===== config.mk =====
export PLATFORM = sky130hd
export DESIGN_NAME = alu_serial_ctrl
export DESIGN_NICKNAME = d
export VERILOG_FILES = /design/src/rtl/alu_pkg.sv /design/src/rtl/alu_slice.sv /design/src/rtl/alu_serial_ctrl.sv
export SDC_FILE = /design/constraint.sdc
export NUM_CORES = 1
export LEC_CHECK = 0
export BUFFER_PORTS_ARGS = -buffer_cell sky130_fd_sc_hd__buf_2
export CELL_PAD_IN_SITES_DETAIL_PLACEMENT = 1
export CELL_PAD_IN_SITES_GLOBAL_PLACEMENT = 1
export CORE_AREA = 2 2 95 97
export DETAILED_ROUTE_END_ITERATION = 8
export DIE_AREA = 0 0 97 99
export PLACE_DENSITY_LB_ADDON = 0.1
export SYNTH_ARGS = -nofsm -noshare
export SYNTH_HDL_FRONTEND = slang
export SYNTH_HIERARCHICAL = 1
export SYNTH_SLANG_ARGS = --single-unit

===== constraint.sdc =====
create_clock -name clk -period 3 [get_ports clk]
set_clock_uncertainty 0.05 [all_clocks]
set_input_delay 0 -clock clk [delete_from_list [all_inputs] [get_ports clk]]
set_output_delay 0 -clock clk [all_outputs]
set_load 0.1 [all_outputs]

===== src/rtl/alu_pkg.sv =====
// Shared encodings for the bit-serial ALU sequencer: ALU opcodes, slice
// function selects and controller FSM states.
package alu_pkg;

  localparam logic [3:0] OP_AND = 4'b0000;
  localparam logic [3:0] OP_OR  = 4'b0001;
  localparam logic [3:0] OP_ADD = 4'b0010;
  localparam logic [3:0] OP_SUB = 4'b0110;
  localparam logic [3:0] OP_NOR = 4'b1100;

  localparam logic [1:0] FN_AND = 2'd0;
  localparam logic [1:0] FN_OR  = 2'd1;
  localparam logic [1:0] FN_SUM = 2'd2;

  typedef enum logic [1:0] {
    S_IDLE = 2'd0,
    S_RUN  = 2'd1,
    S_DONE = 2'd2
  } state_t;

  function automatic logic op_is_legal(input logic [3:0] op);
    return (op == OP_AND) || (op == OP_OR) || (op == OP_ADD) ||
           (op == OP_SUB) || (op == OP_NOR);
  endfunction

  function automatic logic op_is_arith(input logic [3:0] op);
    return (op == OP_ADD) || (op == OP_SUB);
  endfunction

endpackage


===== src/rtl/alu_slice.sv =====
// Combinational 1-bit ALU slice with optional operand inversion and a
// majority-function ripple carry.
module alu_slice
  import alu_pkg::*;
(
  input  logic       a,
  input  logic       b,
  input  logic       ainv,
  input  logic       binv,
  input  logic       carry_in,
  input  logic [1:0] fn,
  output logic       res,
  output logic       carry_out
);

  logic a_eff;
  logic b_eff;

  assign a_eff     = a ^ ainv;
  assign b_eff     = b ^ binv;
  assign carry_out = (a_eff & b_eff) | (a_eff & carry_in) | (b_eff & carry_in);

  always_comb begin
    res = 1'b0;
    case (fn)
      FN_AND:  res = a_eff & b_eff;
      FN_OR:   res = a_eff | b_eff;
      FN_SUM:  res = a_eff ^ b_eff ^ carry_in;
      default: res = 1'b0;
    endcase
  end

endmodule


===== src/rtl/alu_serial_ctrl.sv =====
// Bit-serial ALU sequencer: accepts an operation, runs it LSB-first through a
// single alu_slice with a registered ripple carry, then presents result+flags.
module alu_serial_ctrl
  import alu_pkg::*;
#(
  parameter int WIDTH = 8
) (
  input  logic             clk,
  input  logic             rst_n,
  input  logic             start_valid,
  output logic             start_ready,
  input  logic [3:0]       op,
  input  logic [WIDTH-1:0] a_in,
  input  logic [WIDTH-1:0] b_in,
  output logic             result_valid,
  input  logic             result_ready,
  output logic [WIDTH-1:0] result,
  output logic             zero,
  output logic             carry_out,
  output logic             overflow,
  output logic             op_error,
  output logic [1:0]       dbg_state
);

  // Handshakes: a transfer happens on a rising edge where valid & ready are
  // both high; ready never depends combinationally on valid, and this block
  // holds result_valid and all result/flag outputs stable until accepted.

  localparam int IDXW = (WIDTH > 1) ? $clog2(WIDTH) : 1;
  localparam logic [IDXW-1:0] LAST_IDX = IDXW'(WIDTH - 1);

  state_t           state_q, state_d;
  logic [WIDTH-1:0] a_q, a_d;
  logic [WIDTH-1:0] b_q, b_d;
  logic [3:0]       op_q, op_d;
  logic [IDXW-1:0]  idx_q, idx_d;
  logic             carry_q, carry_d;
  logic [WIDTH-1:0] work_q, work_d;
  logic [WIDTH-1:0] res_q, res_d;
  logic             zero_q, zero_d;
  logic             cout_q, cout_d;
  logic             ovf_q, ovf_d;
  logic             err_q, err_d;

  logic       sl_ainv;
  logic       sl_binv;
  logic [1:0] sl_fn;
  logic       sl_res;
  logic       sl_cout;
  logic       arith;

  assign arith   = op_is_arith(op_q);
  assign sl_ainv = (op_q == OP_NOR);
  assign sl_binv = (op_q == OP_SUB) || (op_q == OP_NOR);
  assign sl_fn   = arith ? FN_SUM : ((op_q == OP_OR) ? FN_OR : FN_AND);

  alu_slice u_slice (
    .a         (a_q[idx_q]),
    .b         (b_q[idx_q]),
    .ainv      (sl_ainv),
    .binv      (sl_binv),
    .carry_in  (carry_q),
    .fn        (sl_fn),
    .res       (sl_res),
    .carry_out (sl_cout)
  );

  always_comb begin
    state_d = state_q;
    a_d     = a_q;
    b_d     = b_q;
    op_d    = op_q;
    idx_d   = idx_q;
    carry_d = carry_q;
    work_d  = work_q;
    res_d   = res_q;
    zero_d  = zero_q;
    cout_d  = cout_q;
    ovf_d   = ovf_q;
    err_d   = err_q;

    case (state_q)
      S_IDLE: begin
        if (start_valid) begin
          a_d    = a_in;
          b_d    = b_in;
          op_d   = op;
          idx_d  = '0;
          work_d = '0;
          if (op_is_legal(op)) begin
            state_d = S_RUN;
            carry_d = (op == OP_SUB);
          end else begin
            state_d = S_DONE;
            carry_d = 1'b0;
            res_d   = '0;
            zero_d  = 1'b1;
            cout_d  = 1'b0;
            ovf_d   = 1'b0;
            err_d   = 1'b1;
          end
        end
      end
      S_RUN: begin
        work_d[idx_q] = sl_res;
        carry_d       = arith ? sl_cout : 1'b0;
        idx_d         = idx_q + 1'b1;
        if (idx_q == LAST_IDX) begin
          // carry_q is the carry into the MSB; sl_cout is the carry out of it
          state_d = S_DONE;
          idx_d   = '0;
          res_d   = work_d;
          zero_d  = ~|work_d;
          cout_d  = arith ? sl_cout : 1'b0;
          ovf_d   = arith ? (carry_q ^ sl_cout) : 1'b0;
          err_d   = 1'b0;
        end
      end
      S_DONE: begin
        if (result_ready) state_d = S_IDLE;
      end
      default: state_d = S_IDLE;
    endcase
  end

  always_ff @(posedge clk or negedge rst_n) begin
    if (!rst_n) begin
      state_q <= S_IDLE;
      a_q     <= '0;
      b_q     <= '0;
      op_q    <= '0;
      idx_q   <= '0;
      carry_q <= 1'b0;
      work_q  <= '0;
      res_q   <= '0;
      zero_q  <= 1'b0;
      cout_q  <= 1'b0;
      ovf_q   <= 1'b0;
      err_q   <= 1'b0;
    end else begin
      state_q <= state_d;
      a_q     <= a_d;
      b_q     <= b_d;
      op_q    <= op_d;
      idx_q   <= idx_d;
      carry_q <= carry_d;
      work_q  <= work_d;
      res_q   <= res_d;
      zero_q  <= zero_d;
      cout_q  <= cout_d;
      ovf_q   <= ovf_d;
      err_q   <= err_d;
    end
  end

  assign start_ready  = (state_q == S_IDLE);
  assign result_valid = (state_q == S_DONE);
  assign result       = res_q;
  assign zero         = zero_q;
  assign carry_out    = cout_q;
  assign overflow     = ovf_q;
  assign op_error     = err_q;
  assign dbg_state    = state_q;

endmodule


==> out/qor.yml, run 1 <==
worst_setup_path:
  critPathCaptureType: "flop"
  r2r-start: "idx_q[2]"
  crit_chain: "mux2_4 -> a221oi_2 -> o22ai_1 -> xor2_1 -> fa_1 -> mux2i_1 -> o22ai_2 -> or3b_1 -> o32ai_2 -> o221ai_2 -> a221oi_2"
  path_common_cell: "a221oi_2"
  r2r_slack_ps: -180
  cp_slowest_stage_delay_ps: 450
  critPathLaunch: "idx_q[2]"
  crit_type: "flop to flop"
  cp_data_arrival_time_ps: 3340
  worst-path-buf-inv: 0
  crit_path_start_kind: "flop"
  slowest_stage: "fa_1"
  crit_family: "compound AO/OA/AOI/OAI gates"
  worstPathMaxFanout: 3
  critical_path_required_ps: 3160
clock_network:
  clkTransAtPathRegs_ps: 90
  cts_tree: "built"
  clock_latency_ps: 300
  cts_buffer_depth: 2
  post-cts-setup-buffers: 0
  htreeDepth: 2
  cts_buffers: 5
  clock_sinks: 46
  clockRootBuffer: "clkbuf_8"
grt:
  grt_pass1_vias: 2190
  grt_use_met1_pct: 17.9
  grt_max_degree: 35
  met2_usage_pct: 24.3
  grt_busiest_layer: "met2"
  grt_use_total_pct: 14.0
  grt_remaining_overflow: 0
  antenna_found_initial: 0
  grt_pass1_wl_mm: 10.8
  grt_use_met3_pct: 2.41
synthesis:
  ys_seq_area_share_pct: 46.3
  synth-edff-count: 0
  syn_avg_cell_area_sq_um: 11.0
  ys_warn_count: 6
  synthCells: 225
  synth.ff_latch_count: 46
  ys.flop_type: "dfrtp_1"
  ys_types: 46
  synth_nets: 254
  synth_area_sq_um: 2490
  async_reset_ff_share_pct: 100
drt:
  via_per_inst: 4.83
  num_vias: 2001
  post-route-drc-count: 0
  initialDrtViolationCount: 96
  ant_nets: 0
  wl_per_cell_microns: 15.1
  drt_wl_total_mm: 6.25
  drt_first_pass_iters: 4
timing:
  tightest_slew_ps: 792
  final.setup.worst_slack_ps: -182
  relSlewSlack_pct: 47.2
  finalHoldViolCount: 0
  tns_ps: -395
  finalSetupViolations: 6
  fmax_mhz: 314
  final_max_slew_viol_count: 0
  period_needed_ps: 3180
  rsz0062_at_grt: "yes"
  period_share_pct: 106
power_and_ir_drop:
  ir_drop_mv: 0.339
  finalPower_mw: 3.13
  leakage_nw: 1.58
  power_density_nw_per_um2: 943
placement:
  placed_cells: 383
  gp_congestion: 0.728
  dpl_cell_area_sq_um: 2950
  port_buffers: 39
  pre_cts_slack_ps: -217
  dp_hpwl_mm: 4.59
layout:
  final_cell_mix: "dfrtp_1, buf_2, mux2_2"
  layout_commonest_cell: "dfrtp_1"
  post-route-cell-area_sq_um: 3320
  syn_to_final_growth_pct: 33.7
  antenna_cells: 0
  layoutNonFillerInstCount: 414
  drive_above_1_share_pct: 36.3
  nets: 334
floorplan:
  start_util_pct: 29.1
  die_h_microns: 99
  core_area_sq_um: 8550
  ios: 40
  dieWidth_microns: 97
  rows: 34
  die-area_sq_um: 9600
status:
  status: "complete, but fails checks"
  violations: "setup timing"
flow_run:
  maxCapViolations: 0
min_path:
  min_path_type: "input pin to async pin"
-- per-stage QoR --
stage	utilization, %	hold WS, ps
detailed placement	34.5	83.0
finish	38.9	271
global placement	34.5	83.9
global route	38.9	332
floorplan	-	-346
CTS	38.8	297
-- cells in the mapped netlist, types with 3 or more instances --
cell type,n,area share (%)
dfrtp_1,46,46
a21oi_1,7,1.4
nor3b_1,3,0.91
nand2b_1,4,1.0
xor2_1,3,1.1
nand2_1,12,1.8
o31ai_1,3,0.91
ha_1,4,2.0
nor2b_1,4,1.0
nand3b_1,6,1.8
nand3_1,6,1.2
o21ai_0,13,2.6
clkbuf_1,3,0.45
mux2i_1,11,4.4
buf_2,7,1.4
mux2_2,30,14
a21o_1,7,2.1
nor3_1,3,0.60
nor2_1,15,2.3
inv_1,7,1.1
-- power breakdown --
part / leakage, nW / total, mW / switching [mW] / internal [mW]
Sequential: 0.580 / 0.985 / 0.177 / 0.808
Clock: 0.0514 / 0.457 / 0.209 / 0.249
Combinational: 0.948 / 1.69 / 0.975 / 0.717
Total: 1.58 / 3.13 / 1.36 / 1.77
-- what timing repair did --
item | in CTS | in global routing
resized for setup | 5 | 2
pin swaps | 2 | 3
endpoints found under the setup margin | 6 | 17
endpoints found under the hold margin | 55 | 0
hold buffers | 23 | 0
-- path summary, 6_finish.rpt --
check | to | depth (start not counted)
worst max-delay path | zero | 11
worst min-delay path | op_q[0] | 2
worst max register to register | zero | 11
worst min register to register | result[0] | 2
max in group asynchronous | carry_q | 3
min in group clk | dbg_state[1] | 3
-- area by class of cell --
cell class	count	area, sq um
Fill cell	973	5230
Multi-Input combinational cell	159	1290
Sequential cell	46	1150
Timing Repair Buffer	86	606
Tap cell	108	135
Clock buffer	6	72.6
Clock inverter	2	37.5
Inverter	7	26.3
-- worst reg2reg max path, cell delays in order, from the launching register on --
cell	delay [ps]
dfrtp_1	420
mux2_4	320
a221oi_2	270
o22ai_1	130
xor2_1	280
fa_1	450
mux2i_1	190
o22ai_2	120
or3b_1	380
o32ai_2	120
o221ai_2	150
a221oi_2	220
-- registers in the layout, summed over array words and instances, names as in the netlist --
signal and cells:
carry_q 1, op_q 4, zero 1, overflow 1
work_q 8, carry_out 1, dbg_state 2, b_q 8
result 8, a_q 8, op_error 1, idx_q 3
-- cells by family after synthesis --
logic type | after synthesis | share of synthesized area, %
flops | 46 | 46.3
xor+xnor | 3 | 1.06
fa+ha+maj | 5 | 2.82
mux | 41 | 18.0
compound gates | 46 | 13.3
buf+inv | 20 | 3.82
simple gates | 64 | 14.6
-- per-layer routing --
metal  part of all wire (%)  up-vias  routed length, microns
li1                       -      974                       -
met1                     48      995                    3000
met2                     48       27                    3030
met3                    2.6        5                     160
met4                    1.1        0                      71
met5                      0        -                       0
No activity file was read; power rests on OpenSTA's default activity.
==> run 2: changes to the inputs <==
SYNTH_HIERARCHICAL = unset   (was 1)
==> run 2 against run 1 <==
  * The run now ends clean
  * Register-to-register slack gained 330 ps
  * Die area did not move
  * Critical path depth unchanged
  * Wire length decreased by 1.9%
  * Global-route usage decreased by 0.97 points
  * Cell count decreased by 3.1%
  * Total power fell by 0.23%
  * Critical path type unchanged
  * Largest power group unchanged
==> out/qor.yml, run 2 <==
worst_setup_path:
  cp_slowest_stage_delay_ps: 470  # +20 ps
  worst-path-buf-inv: 3  # +3
  cp_data_arrival_time_ps: 2980  # -360 ps
  crit_chain: "buf_6 -> a31oi_4 -> o21ai_2 -> a222oi_1 -> buf_4 -> xnor2_4 -> fa_1 -> a22o_1 -> a32oi_4 -> buf_12 -> o221ai_1"
  worstPathMaxFanout: 9  # +6
  critical_path_required_ps: 3130  # -30 ps
  crit_family: "compound AO/OA/AOI/OAI gates"
  crit_path_start_kind: "flop"
  critPathCaptureType: "flop"
  slowest_stage: "fa_1"
  crit_type: "flop to flop"
synthesis:
  ys.flop_type: "dfrtp_1"
  ys_top_cells_by_count: "dfrtp_1, mux2_2, inv_1"
  synth_area_sq_um: 2490  # +0.10%
  synth_area_leaders: "dfrtp_1, mux2_2, mux2i_1"
  ys_warn_count: 0  # -6
  synth-edff-count: 0  # unchanged
  synth.ff_latch_count: 46  # unchanged
  ys_types: 45  # -2.2%
  async_reset_ff_share_pct: 100  # unchanged
  yosysMostFrequentCell: "dfrtp_1"
  ys_seq_area_share_pct: 46.3  # -0.047 points
  synth_top_area_cell: "dfrtp_1"
  synthCells: 226  # +0.44%
  yosys.area.top_type_share_pct: 46.3  # -0.047 points
  synth_nets: 255  # +0.39%
  syn_avg_cell_area_sq_um: 11.0  # -0.34%
layout:
  final_util_pct: 38.7  # -0.18 points
  drive_above_1_share_pct: 35.5  # -0.78 points
  layout_commonest_cell: "dfrtp_1"
  antenna_cells: 0  # unchanged
  syn_to_final_growth_pct: 32.9
  nFillCells: 952  # -2.2%
  nets: 321  # -3.9%
  final_cell_mix: "dfrtp_1, buf_2, dlygate4sd3_1"
  post-route-cell-area_sq_um: 3310  # -0.45%
floorplan:
  die_h_microns: 99  # unchanged
  start_util_pct: 29.1  # +0.029 points
  rows: 34  # unchanged
  core_area_sq_um: 8550  # unchanged
  ios: 40  # unchanged
  dieWidth_microns: 97  # unchanged
  die-area_sq_um: 9600  # unchanged
power_and_ir_drop:
  leakage_nw: 1.39  # -12%
  finalPower_mw: 3.13  # -0.23%
  ir_drop_mv: 0.364  # +7.2%
  power_density_nw_per_um2: 945  # +0.22%
min_path:
  min_path_type: "input pin to async pin"
placement:
  port_buffers: 39  # unchanged
  dp_hpwl_mm: 4.08  # -11%
  dpl_cell_area_sq_um: 2820  # -4.5%
  gp_congestion: 0.732  # +0.54%
grt:
  grt_remaining_overflow: 0  # unchanged
  grt_max_degree: 47  # +34%
  grt_use_total_pct: 13.0  # -0.97 points
  antenna_found_initial: 0  # unchanged
  grt_pass1_wl_mm: 10.1  # -6.7%
  grt_pass1_vias: 2022  # -7.7%
timing:
  tns_ps: 0  # +395 ps
  finalHoldViolCount: 0  # unchanged
  period_needed_ps: 2850  # -331 ps
  fmax_mhz: 351  # +12%
  relSlewSlack_pct: 27.3  # -20 points
  rsz0062_at_grt: "yes"
  period_share_pct: 95.1  # -11 points
  tightest_slew_ps: 1090  # +299 ps
  final_max_slew_viol_count: 0  # unchanged
  finalSetupViolations: 0  # -6
drt:
  initialDrtViolationCount: 63  # -34%
  drt_first_pass_iters: 4  # unchanged
  ant_nets: 0  # unchanged
  via_per_inst: 4.85  # +0.35%
  wl_per_cell_microns: 15.3  # +1.3%
  drt_wl_total_mm: 6.13  # -1.9%
  post-route-drc-count: 0  # unchanged
  num_vias: 1945  # -2.8%
clock_network:
  clkTransAtPathRegs_ps: 90  # about the same
  clock_latency_ps: 310  # about the same
  cts_tree: "built"
  htreeDepth: 2  # unchanged
  cts_buffer_depth: 2  # unchanged
  clockRootBuffer: "clkbuf_8"
  cts_buffers: 5  # unchanged
  clock_sinks: 46  # unchanged
status:
  status: "complete, no violations"
flow_run:
  maxCapViolations: 0  # unchanged
run 2: cell types whose count changed after synthesis, sizes merged, moves of 3 or more:
cell	before	now
nand3	6	10
xnor2	0	3
inv	7	15
a21oi	7	10
a21o	7	1
mux2	30	20
a221oi	3	0
nand3b	6	2
nor2	15	12
o221ai	1	9
o31ai	3	6
run 2: area by class of cell:
cell class                      count  area [sq um]  share of cell area (%)
Multi-Input combinational cell    150          1320                    39.8
Sequential cell                    46          1150                    34.9
Timing Repair Buffer               74           539                    16.3
Tap cell                          108           135                    4.08
Clock buffer                        5          68.8                    2.08
Inverter                           15          56.3                    1.70
Clock inverter                      3          40.0                    1.21
run 2: power by group:
| group | internal [mW] | leakage (nW) | total [mW] | switching, mW |
|---|---|---|---|---|
| sequential | 0.805 | 0.579 | 1.01 | 0.206 |
| combinational | 0.676 | 0.757 | 1.65 | 0.972 |
| clock | 0.246 | 0.0579 | 0.468 | 0.222 |
run 2: worst paths after layout:
| check | end | cells after the start | startpoint | slack, ps |
|---|---|---|---|---|
| max reg2reg | result[0] | 11 | idx_q[2] | 150 |
| min | op_error | 2 | rst_n | 380 |
| max | result[0] | 11 | idx_q[2] | 150 |
| max in group asynchronous | idx_q[2] | 2 | rst_n | 1780 |
| min reg2reg | op_error | 1 | op_error | 450 |
| min in group clk | a_q[6] | 3 | a_in[6] | 390 |
run 2: cells by family (layout without fill, tap and decap cells):
kind of cell | after synthesis | count (layout) | synth area share, %
simple gates | 58 | 58 | 12.9
compound gates | 50 | 50 | 14.6
flops | 46 | 46 | 46.3
mux | 32 | 32 | 14.9
buf+inv | 30 | 97 | 6.74
fa+ha+maj | 5 | 5 | 2.82
xor+xnor | 5 | 5 | 1.76
run 2: worst reg2reg max path, stage by stage, from the launching register on:
cell and delay (ps):
dfrtp_2 460, buf_6 140, a31oi_4 150, o21ai_2 70
a222oi_1 360, buf_4 210, xnor2_4 70, fa_1 470
a22o_1 240, a32oi_4 220, buf_12 170, o221ai_1 110
run 2: metal layers:
metal  share of wire, %  routed length (microns)  GRT usage, %
met2                 49                     3010          22.2
met4                1.4                       88          4.23
met3                2.5                      151          2.77
met5                  0                        0             0
met1                 47                     2890          16.5
run 2: what timing repair did:
| action | CTS | global route |
|---|---|---|
| setup endpoints to repair | 0 | 17 |
| hold endpoints to repair | 68 | 0 |
| hold buffers | 23 | 0 |
| buffers inserted | 0 | 0 |
| gates resized for setup | 0 | 25 |
run 2: metrics by stage:
step	hold WS (ps)	setup slack, ps	cells
after floorplan	-346	57.7	226
after global placement	183	100	370
after detailed placement	187	47.1	370
after CTS	379	10.9	401
after global routing	399	-55.8	401
final	382	148	401
